[src/rtl/ledr_channel_receiver.sv]
// LEDR 2-phase bit-channel sink: synchronizes d/r, acks each token,
// and packs WIDTH bits LSB-first into a valid/ready word register.
module ledr_channel_receiver #(
  parameter  int WIDTH       = 8,
  parameter  int SYNC_STAGES = 2,
  localparam int CW          = $clog2(WIDTH + 1)
) (
  input  logic             clk,
  input  logic             rst_n,
  input  logic             ledr_d,
  input  logic             ledr_r,
  output logic             ledr_a,
  output logic [WIDTH-1:0] word,
  output logic             word_valid,
  input  logic             word_ready,
  output logic [CW-1:0]    bit_count,
  output logic             proto_err
);

  localparam logic [CW-1:0] LAST = CW'(WIDTH - 1);

  logic [1:0]             r_rst_q;
  logic                   w_rst_n;
  logic [SYNC_STAGES-1:0] r_d_sync;
  logic [SYNC_STAGES-1:0] r_r_sync;
  logic                   r_d_p;
  logic                   r_r_p;
  logic                   r_ack;
  logic [WIDTH-2:0]       r_shift;
  logic [CW-1:0]          r_cnt;
  logic [WIDTH-1:0]       r_word;
  logic                   r_valid;
  logic                   r_err;

  logic                   w_d_s;
  logic                   w_r_s;
  logic                   w_dbl;
  logic                   w_pend;
  logic                   w_last;
  logic                   w_stall;
  logic                   w_acc;
  logic                   w_take;
  logic [WIDTH-2:0]       w_shift_nxt;

  // Reset asserts immediately but releases on a clock edge.
  always_ff @(posedge clk or negedge rst_n) begin
    if (!rst_n) begin
      r_rst_q <= 2'b00;
    end else begin
      r_rst_q <= {r_rst_q[0], 1'b1};
    end
  end

  assign w_rst_n = r_rst_q[1];

  always_ff @(posedge clk or negedge w_rst_n) begin
    if (!w_rst_n) begin
      r_d_sync <= '0;
      r_r_sync <= '0;
      r_d_p    <= 1'b0;
      r_r_p    <= 1'b0;
    end else begin
      r_d_sync <= {r_d_sync[SYNC_STAGES-2:0], ledr_d};
      r_r_sync <= {r_r_sync[SYNC_STAGES-2:0], ledr_r};
      r_d_p    <= w_d_s;
      r_r_p    <= w_r_s;
    end
  end

  assign w_d_s = r_d_sync[SYNC_STAGES-1];
  assign w_r_s = r_r_sync[SYNC_STAGES-1];

  always_comb begin
    w_dbl   = (w_d_s != r_d_p) && (w_r_s != r_r_p);
    w_pend  = ((w_d_s ^ w_r_s) != r_ack) && !w_dbl;
    w_last  = (r_cnt == LAST);
    w_stall = w_last && r_valid && !word_ready;
    w_acc   = w_pend && !w_stall;
    w_take  = r_valid && word_ready;
  end

  always_comb begin
    w_shift_nxt = r_shift;
    for (int i = 0; i < WIDTH - 1; i++) begin
      if (r_cnt == CW'(i)) begin
        w_shift_nxt[i] = w_d_s;
      end
    end
  end

  always_ff @(posedge clk or negedge w_rst_n) begin
    if (!w_rst_n) begin
      r_ack   <= 1'b0;
      r_shift <= '0;
      r_cnt   <= '0;
      r_word  <= '0;
      r_valid <= 1'b0;
    end else if (w_acc) begin
      r_ack <= ~r_ack;
      if (w_last) begin
        r_word  <= {w_d_s, r_shift};
        r_valid <= 1'b1;
        r_cnt   <= '0;
      end else begin
        r_shift <= w_shift_nxt;
        r_cnt   <= r_cnt + 1'b1;
      end
    end else if (w_take) begin
      r_valid <= 1'b0;
    end
  end

  always_ff @(posedge clk or negedge w_rst_n) begin
    if (!w_rst_n) begin
      r_err <= 1'b0;
    end else if (w_dbl) begin
      r_err <= 1'b1;
    end
  end

  assign ledr_a     = r_ack;
  assign word       = r_word;
  assign word_valid = r_valid;
  assign bit_count  = r_cnt;
  assign proto_err  = r_err;

endmodule

[config.mk]
export PLATFORM = sky130hd
export DESIGN_NAME = ledr_channel_receiver
export DESIGN_NICKNAME = d
export VERILOG_FILES = /design/src/rtl/ledr_channel_receiver.sv
export SDC_FILE = /design/constraint.sdc
export NUM_CORES = 1
export LEC_CHECK = 0
export ABC_AREA = 1
export CAP_MARGIN = 20
export CORE_UTILIZATION = 30
export CTS_CLUSTER_SIZE = 40
export DETAILED_ROUTE_END_ITERATION = 16
export DONT_BUFFER_PORTS = 1
export PLACE_DENSITY_LB_ADDON = 0.1
export SKIP_LAST_GASP = 1
export SLEW_MARGIN = 10
export SYNTH_ARGS = -nofsm -noshare
export SYNTH_HDL_FRONTEND = slang
export SYNTH_SLANG_ARGS = --single-unit
[constraint.sdc]
create_clock -name clk -period 1 [get_ports clk]
set_input_delay 0.3 -clock clk [delete_from_list [all_inputs] [get_ports clk]]
set_output_delay 0.3 -clock clk [all_outputs]
set_load 0.05 [all_outputs]
==> results of run 1 <==
==> final timing paths <==
path                                  startpoint                        to  slack, ns  cells after the start
max in group asynchronous   r_rst_q[1]$_DFF_PN0_        ledr_a$_DFFE_PN0P_       0.61                      1
min reg2reg                 r_rst_q[1]$_DFF_PN0_  bit_count[3]$_DFFE_PN0P_       0.21                      1
max                        r_r_sync[1]$_DFF_PN0_    word_valid$_DFFE_PN0P_      -0.35                      8
min                                       ledr_r     r_r_sync[0]$_DFF_PN0_       0.04                      0
max reg2reg                r_r_sync[1]$_DFF_PN0_    word_valid$_DFFE_PN0P_      -0.35                      8
min in group asynchronous   r_rst_q[1]$_DFF_PN0_  bit_count[3]$_DFFE_PN0P_       0.21                      1
==> cell usage after synthesis <==
cell / instances
nand2_1: 58
dfrtp_1: 30
inv_1: 17
nor2_1: 11
nand3_1: 5
nand4_1: 5
ha_1: 4
nand2_4: 4
o21ai_0: 4
o21bai_1: 3
inv_2: 2
nand3_4: 2
nor2_8: 2
xor2_1: 2
a21boi_0: 1
a21oi_1: 1
buf_6: 1
conb_1: 1
nand4_2: 1
xnor2_1: 1
==> area by class of cell <==
cell class / count / area (um^2) / share of cell area [%]
Clock inverter: 1 / 5.00 / 0.228
Multi-Input combinational cell: 107 / 753 / 34.3
Timing Repair Buffer: 43 / 447 / 20.3
Tap cell: 52 / 65.1 / 2.96
Sequential cell: 30 / 759 / 34.6
Clock buffer: 7 / 86.3 / 3.93
Inverter: 19 / 81.3 / 3.70
==> power by group through the flow <==
stage | combinational (mW) | sequential [mW] | clock [mW]
after floorplan | 1.21 | 2.83 | 0
after global placement | 2.60 | 2.34 | 0
after detailed placement | 2.63 | 2.35 | 0
after CTS | 3.14 | 2.33 | 1.03
after global routing | 3.90 | 2.40 | 1.10
final | 3.59 | 2.34 | 0.994
==> through the flow <==
stage / cell area (um^2) / total power, mW
floorplan: 1460 / 4.04
global placement: 1720 / 4.94
detailed placement: 1720 / 4.98
CTS: 1980 / 6.50
global route: 2200 / 7.40
finish: 2200 / 6.92
==> cell families (layout without fill, tap and decap cells) <==
| logic type | count (synthesis) | after routing |
|---|---|---|
| DFF | 30 | 30 |
| AOI/OAI and AO/OA | 9 | 9 |
| xor gates and xnor gates | 3 | 3 |
| adders and majority gates | 4 | 4 |
| and+or+nand+nor | 88 | 90 |
| other | 1 | 1 |
| buffers and inverters | 20 | 70 |
==> layer usage <==
metal / up-vias / global-route usage (%)
met5: - / 0
met4: 0 / 7.11
met3: 6 / 5.41
met2: 24 / 23.5
met1: 552 / 17.6
li1: 583 / -
==> repair_timing <==
| action | in CTS | in global routing |
|---|---|---|
| hold buffers | 1 | 0 |
| pin swaps | 6 | 17 |
| gates resized for setup | 24 | 39 |
| hold endpoints to repair | 2 | 0 |
| cloned | 1 | 1 |
| setup endpoints to repair | 36 | 37 |
| buffers inserted | 11 | 9 |
==> flip-flops by register name, indices dropped and copies added (netlist names) <==
name and count:
word 8, r_shift 7, bit_count 4, r_d_sync 2
r_r_sync 2, r_rst_q 2, ledr_a 1, proto_err 1
r_d_p 1, r_r_p 1, word_valid 1
==> flow_metrics.tcl, run 1 <==
set metrics [dict create \
    status "finished with violations" \
    violations "design-rule violations, negative setup slack" \
    met1_length_um 1500 \
    wire_per_inst_um 12.8 \
    synth.area.top_cells "dfrtp_1 (53%), nand2_1 (15%), inv_1 (4.5%), ha_1 (3.5%), nand2_4 (3.2%)" \
    ios 20 \
    place.gp.congestion 0.753 \
    initial_utilization_pct 31.9 \
    cts_root_buffer "clkbuf_8" \
    grt_overflow 0 \
    power_switching_mw 3.09 \
    wl_met3_um 179 \
    layoutNonFillerInstCount 259 \
    antenna_cells 0 \
    p_clk_share_pct 14.4 \
    ys_warn_count 0 \
    syn-num-nets 164 \
    swShare_pct 44.6 \
    power.leakage_nw 1.10 \
    grt_pass1_wl_um 5530 \
    fillers 421 \
    fin_skew_ns 0.00420 \
    clkLatencyLatePin_ns 0.28 \
    synth-compound-area-share_pct 3.89 \
    h-tree-depth 2 \
    clock-sinks 30 \
    drc 8 \
    highest_layer "met4" \
    cts_tree "done" \
    setup_ws_ns -0.354 \
    synth_top_area_share_pct 53.0 \
    syn_inst 155 \
    power_density_nw_per_um2 3150 \
    synthDistinctLibCells 20 \
    grt_usage_pct 14.7 \
    critical-path-max-stage-delay_ns 0.45 \
    rows 24 \
    muxShareOfSynthArea_pct 0 \
    hpwl_um 2080 \
    synth.avg_cell_area_um2 9.14 \
    min_period_ns 1.35 \
    synth_top_family_by_area "simple AND/OR/NAND/NOR gates" \
    layout_commonest_cell "nand2_1" \
    yosysSeqAreaShare_pct 53.0 \
    ir_worst_vdd_uv 1420 \
    numCtsBuffers 5 \
    setup_viol 37 \
    min_period_over_period_pct 135 \
    cts.clk_slew.worst_paths_ns 0.06 \
    wl_met2_um 1570 \
    critPathKind "reg2reg" \
    portBuffers 0 \
    drt_iter0_drc 20 \
    crit_path_end_kind "register" \
    viasPerCell 4.50 \
    areaGrowthSynthToFinish_pct 55.1 \
    grt_pass1_vias 1216 \
    crit_arrival_ns 1.52 \
    pre_cts_slack_ns -0.378 \
    routed_wirelength_um 3310 \
    synth_top_cell_by_area "dfrtp_1" \
    nNetsFinal 215 \
    grt_max_degree 29 \
    p_seq_share_pct 33.8 \
    via_count 1165 \
    crit_path_top_delay_cell "dfrtp_2" \
    ant_nets 0 \
    critPathTopFamily "flip-flops" \
    netlist_area_um2 1420 \
    cp-start-kind "register" \
    hold_class "in2reg" \
    cp_data_required_time_ns 1.17 \
    layout-drive-gt1-share_pct 47.8 \
    pwr-share-comb_pct 51.9 \
    core_area_um2 4440 \
    maxCapViolCount 0 \
    firstDrtPassIters 12 \
    die_area_um2 5000 \
    final_core_util_pct 49.4 \
    path_buf_inv 2 \
    internal_power_mw 3.84 \
    hold_viol_final 0 \
    critPathMaxFanout 8 \
    layout_common_cells "nand2_1 (49), dfrtp_1 (23), buf_4 (21)" \
    crit_chain "nand2_2, nand2_2, nand2_4, nand2_8, buf_4, buf_6, a21boi_2, o21ai_2" \
    fmax_mhz 739 \
    cp_common_cell "nand2_2" \
    grt_setup_unrepaired "true" \
    tns_ns -9.53 \
    clockBufferDepth 2 \
    holdWs_ns 0.0390 \
    antenna_found_initial 0 \
    ys_ff_latch 30 \
    synth_fa_ha_area_share_pct 3.53 \
    yosys.area_share.simple_pct 31.6 \
    die_w_um 70.7 \
    die_h_um 70.7 \
    maxSlewViolCount 0 \
    dp.cells 228 \
    synth-xor-area-share_pct 1.86 \
]
No activity file was read; power rests on OpenSTA's default activity.
==> run 2: changes to the inputs <==
--- a/config.mk
+++ b/config.mk
@@ -17,3 +17,4 @@
 export SYNTH_ARGS = -nofsm -noshare
 export SYNTH_HDL_FRONTEND = slang
 export SYNTH_SLANG_ARGS = --single-unit
+export TNS_END_PERCENT = 5
==> flow_metrics.tcl, run 2 (synthesis results as in run 1) <==
set metrics [dict create \
    placed_area_um2 1700 \
    hold_class "in2reg" \
    power.leakage_nw 0.990 \
    crit_chain "ha_4, inv_4, nor2_8, nand2_4, nand3_4, nor2_8, nand2_1, nand2_1" \
    layout_common_cells "nand2_1 (50), dfrtp_1 (25), buf_4 (23)" \
    viasPerCell 4.53 \
    regToRegStartpoint "bit_count[1]$_DFFE_PN0P_" \
    portBuffers 0 \
    critical-path-max-stage-delay_ns 0.43 \
    crit_arrival_ns 1.57 \
    critPathTopFamily "simple AND/OR/NAND/NOR gates" \
    cp-start-kind "register" \
    hpwl_um 1990 \
    die_area_um2 5000 \
    hold_path_depth 0 \
    layoutNonFillerInstCount 243 \
    grt_overflow 0 \
    fin_area_um2 1900 \
    areaGrowthSynthToFinish_pct 33.9 \
    largest_register_ff_count 8 \
    grt_max_degree 29 \
    ant_nets 0 \
    die_h_um 70.7 \
    setup_ws_ns -0.361 \
    ir_worst_vdd_uv 1340 \
    grt_pass1_vias 1106 \
    power_density_nw_per_um2 3300 \
    nNetsFinal 199 \
    cts.clk_slew.worst_paths_ns 0.07 \
    die_w_um 70.7 \
    cts_root_buffer "clkbuf_8" \
    setup_viol 36 \
    min_period_over_period_pct 136 \
    numCtsBuffers 5 \
    final_core_util_pct 42.7 \
    grt_pass1_wl_um 5010 \
    cp_data_required_time_ns 1.21 \
    clockBufferDepth 2 \
    violations "design-rule violations, negative setup slack" \
    fmax_mhz 734 \
    clock-sinks 30 \
    ios 20 \
    reg2regPathDepth 8 \
    layout-drive-gt1-share_pct 32.5 \
    antenna_cells 0 \
    grt_usage_pct 13.1 \
    path_buf_inv 1 \
    core_area_um2 4440 \
    antenna_found_initial 0 \
    crit_path_top_delay_cell "dfrtp_2" \
    min_period_ns 1.36 \
    critPathMaxFanout 8 \
    fin_skew_ns 0.00821 \
    maxCapViolCount 0 \
    reg2reg_to "word[3]$_DFFE_PN0P_" \
    firstDrtPassIters 10 \
    rows 24 \
    place.gp.congestion 0.779 \
    routed_wirelength_um 2910 \
    hold_viol_final 0 \
    maxSlewViolCount 0 \
    wire_per_inst_um 12.0 \
    rrSetupSlack_ns -0.36 \
    via_count 1102 \
    h-tree-depth 2 \
    dp.cells 227 \
    layout_commonest_cell "nand2_1" \
    hold-path-endpoint "r_d_sync[0]$_DFF_PN0_" \
    cts_tree "done" \
    hold_start "ledr_d" \
    drt_iter0_drc 37 \
    clkLatencyLatePin_ns 0.28 \
    crit_path_end_kind "register" \
    critPathKind "reg2reg" \
    grt_setup_unrepaired "true" \
    initial_utilization_pct 31.9 \
    drc 2 \
    status "finished with violations" \
]
-- run 2: changes by cell type in the layout (fill, tap and decap cells not counted), moves of 3 or more --
cell     change
inv_1        +4
nor2_1       +4
o21ai_0      +3
nor2_2       -3
buf_6       -15
inv_2        -3
-- run 2: worst reg2reg max path, cell delays in order (launching register included) --
cell and delay, ns:
dfrtp_2 0.43, ha_4 0.18, inv_4 0.07, nor2_8 0.05, nand2_4 0.10, nand3_4 0.14, nor2_8 0.20, nand2_1 0.08
nand2_1 0.05
-- run 2: final cells by class --
type / instances / area [um^2]
tap: 52 / 65.1
inverter: 19 / 76.3
sequential: 30 / 757
fill: 464 / 2550
multi-input combinational: 107 / 649
clock inverter: 1 / 30.0
timing repair buffer: 27 / 243
clock buffer: 7 / 76.3
-- run 2: stage by stage --
stage | hold slack, ns | total power [mW] | setup slack [ns] | TNS (ns)
after global placement | 0.00446 | 4.88 | -0.322 | -5.98
after global routing | 0.0319 | 6.65 | -0.472 | -12.55
after floorplan | 0.00441 | 4.02 | -0.428 | -8.53
final | 0.0508 | 6.26 | -0.361 | -9.78
after detailed placement | 0.00446 | 4.92 | -0.367 | -6.67
after CTS | 0.0401 | 6.28 | -0.377 | -10.24
-- run 2: per-layer routing --
metal | GRT usage [%] | vias up | share of wire, %
met2 | 19.9 | 22 | 44
met5 | 0 | - | 0
met3 | 4.70 | 5 | 4.6
met4 | 4.67 | 0 | 0.96
li1 | - | 552 | -
met1 | 17.3 | 523 | 50
-- run 2: worst max-delay path by stage --
stage	cells past startpoint	end	start	slack [ns]
after floorplan	8	word[0]$_DFFE_PN0P_	bit_count[0]$_DFFE_PN0P_	-0.43
after global placement	9	word[4]$_DFFE_PN0P_	ledr_a$_DFFE_PN0P_	-0.32
after detailed placement	9	word[7]$_DFFE_PN0P_	ledr_a$_DFFE_PN0P_	-0.37
after CTS	9	word[7]$_DFFE_PN0P_	ledr_a$_DFFE_PN0P_	-0.38
after global routing	9	word[3]$_DFFE_PN0P_	r_r_sync[1]$_DFF_PN0_	-0.47
final	8	word[3]$_DFFE_PN0P_	bit_count[1]$_DFFE_PN0P_	-0.36
-- run 2: what timing repair did --
item / in CTS / in global routing
pin swaps: 5 / 6
gates cloned: 2 / 0
endpoints found under the setup margin: 36 / 37
hold endpoints to repair: 2 / 0
setup buffers: 5 / 0
hold buffers: 1 / 0
gates resized for setup: 2 / 8
-- run 2: report_power, final --
part / switching (mW) / total, mW / internal (mW) / leakage [nW]
clock: 0.443 / 1.19 / 0.745 / 0.0524
sequential: 0.682 / 2.32 / 1.64 / 0.356
combinational: 1.66 / 2.75 / 1.09 / 0.581
total: 2.78 / 6.26 / 3.47 / 0.990
==> run 3: changes to the inputs <==
--- a/config.mk
+++ b/config.mk
@@ -12,6 +12,7 @@
 export DETAILED_ROUTE_END_ITERATION = 16
 export DONT_BUFFER_PORTS = 1
 export PLACE_DENSITY_LB_ADDON = 0.1
+export RECOVER_POWER = 50
 export SKIP_LAST_GASP = 1
 export SLEW_MARGIN = 10
 export SYNTH_ARGS = -nofsm -noshare
==> constraint.sdc (replaced) <==
create_clock -name clk -period 1 [get_ports clk]
set_input_delay 0.25 -clock clk [delete_from_list [all_inputs] [get_ports clk]]
set_output_delay 0.25 -clock clk [all_outputs]
set_load 0.05 [all_outputs]
==> flow_metrics.tcl, run 3 (synthesis results as in run 1) <==
set metrics [dict create \
    highest_layer "met4" \
    ir_worst_vdd_uv 1750 \
    setup_viol 36 \
    antenna_found_initial 0 \
    hold_class "in2async" \
    numCtsBuffers 5 \
    firstDrtPassIters 10 \
    h-tree-depth 2 \
    grt_pass1_wl_um 5010 \
    cts.clk_slew.worst_paths_ns 0.06 \
    fin_skew_ns 0.00406 \
    placed_area_um2 1710 \
    layoutNonFillerInstCount 248 \
    die_w_um 70.7 \
    clkLatencyLatePin_ns 0.28 \
    crit_path_top_delay_cell "dfrtp_2" \
    status "finished with violations" \
    ant_nets 0 \
    fin_area_um2 1920 \
    reg2reg_to "r_shift[1]$_DFFE_PN0P_" \
    core_area_um2 4440 \
    maxSlewViolCount 0 \
    wire_per_inst_um 11.6 \
    cp_common_cell "buf_4" \
    worst_pin_slew_ns 0.628 \
    largest_register_ff_count 8 \
    dp.cells 229 \
    initial_utilization_pct 31.9 \
    grt_setup_unrepaired "true" \
    cts_root_buffer "clkbuf_8" \
    hpwl_um 1970 \
    cp-start-kind "register" \
    portBuffers 0 \
    layout_common_cells "nand2_1 (48), buf_4 (26), dfrtp_1 (25)" \
    layout_commonest_cell "nand2_1" \
    crit_path_end_kind "primary output" \
    reg2regPathDepth 7 \
    via_count 1102 \
    violations "design-rule violations, negative setup slack" \
    clock-sinks 30 \
    power_density_nw_per_um2 3190 \
    clockBufferDepth 2 \
    wl_met3_um 118 \
    critical-path-max-stage-delay_ns 0.42 \
    min_period_ns 1.38 \
    die_area_um2 5000 \
    cts_tree "done" \
    viasPerCell 4.44 \
    critPathKind "reg2out" \
    rows 24 \
    crit_arrival_ns 1.13 \
    grt_usage_pct 13.1 \
    routed_wirelength_um 2870 \
    wl_met2_um 1260 \
    drt_iter0_drc 76 \
    layout-drive-gt1-share_pct 35.2 \
    setup_ws_ns -0.375 \
    areaGrowthSynthToFinish_pct 35.2 \
    place.gp.congestion 0.770 \
    met1_length_um 1450 \
    min_period_over_period_pct 138 \
    power.leakage_nw 1.00 \
    nNetsFinal 204 \
    cp_data_required_time_ns 0.75 \
    fmax_mhz 727 \
    crit_chain "buf_4, buf_4, buf_6" \
    grt_overflow 0 \
    max-slew-margin-rel_pct 58.1 \
    drc 2 \
    die_h_um 70.7 \
    ios 20 \
    antenna_cells 0 \
    maxCapViolCount 0 \
    grt_max_degree 29 \
    regToRegStartpoint "bit_count[0]$_DFFE_PN0P_" \
    hold_viol_final 0 \
    rrSetupSlack_ns -0.36 \
    grt_pass1_vias 1063 \
    critPathMaxFanout 5 \
]
==> run 3: layout make-up <==
class | count | area (um^2)
Tap cell | 52 | 65.1
Clock inverter | 1 | 5.00
Fill cell | 438 | 2530
Multi-Input combinational cell | 106 | 644
Inverter | 19 | 76.3
Sequential cell | 30 | 757
Clock buffer | 7 | 86.3
Timing Repair Buffer | 33 | 282
==> run 3: worst max-delay path: cells and delay by family, from the launching register on <==
family,cells,cell delay [ns]
buffers and inverters,3,0.43
DFF,1,0.42
==> run 3: worst max path at each step <==
stage | cells past startpoint | endpoint | from
floorplan | 8 | word[0]$_DFFE_PN0P_ | bit_count[0]$_DFFE_PN0P_
global placement | 9 | word[4]$_DFFE_PN0P_ | ledr_a$_DFFE_PN0P_
detailed placement | 9 | word[1]$_DFFE_PN0P_ | r_r_sync[1]$_DFF_PN0_
CTS | 9 | word[7]$_DFFE_PN0P_ | r_r_sync[1]$_DFF_PN0_
global route | 9 | word[7]$_DFFE_PN0P_ | r_r_sync[1]$_DFF_PN0_
finish | 3 | bit_count[2] | bit_count[2]$_DFFE_PN0P_
==> run 3: metrics by stage <==
step	setup slack, ns	utilization, %	hold slack [ns]	total power [mW]	setup TNS (ns)
after CTS	-0.387	42.4	0.184	6.10	-9.93
after detailed placement	-0.381	38.5	-0.0455	4.95	-6.89
after floorplan	-0.428	-	-0.0456	4.02	-8.53
after global placement	-0.324	38.5	-0.0455	4.94	-6.10
after global routing	-0.466	43.1	0.198	6.54	-12.09
final	-0.375	43.1	0.194	6.11	-9.37
==> run 3: report_power, final <==
group          switching [mW]  total, mW  internal [mW]
Combinational            1.65       2.79           1.14
Clock                   0.436      0.990          0.554
Sequential              0.690       2.33           1.64
Total                    2.78       6.11           3.33
==> run 3: timing repair <==
item,in CTS,in global routing
cloned,1,0
resized for setup,3,11
setup buffers,4,3
endpoints found under the setup margin,36,37
hold endpoints to repair,4,0
pin swaps,4,6
hold buffers,3,0
==> run 3: per-layer routing <==
metal,vias to the layer above,global-route usage [%]
met5,-,0
met4,0,4.67
met3,4,3.99
met2,19,18.9
met1,516,18.5
li1,563,-
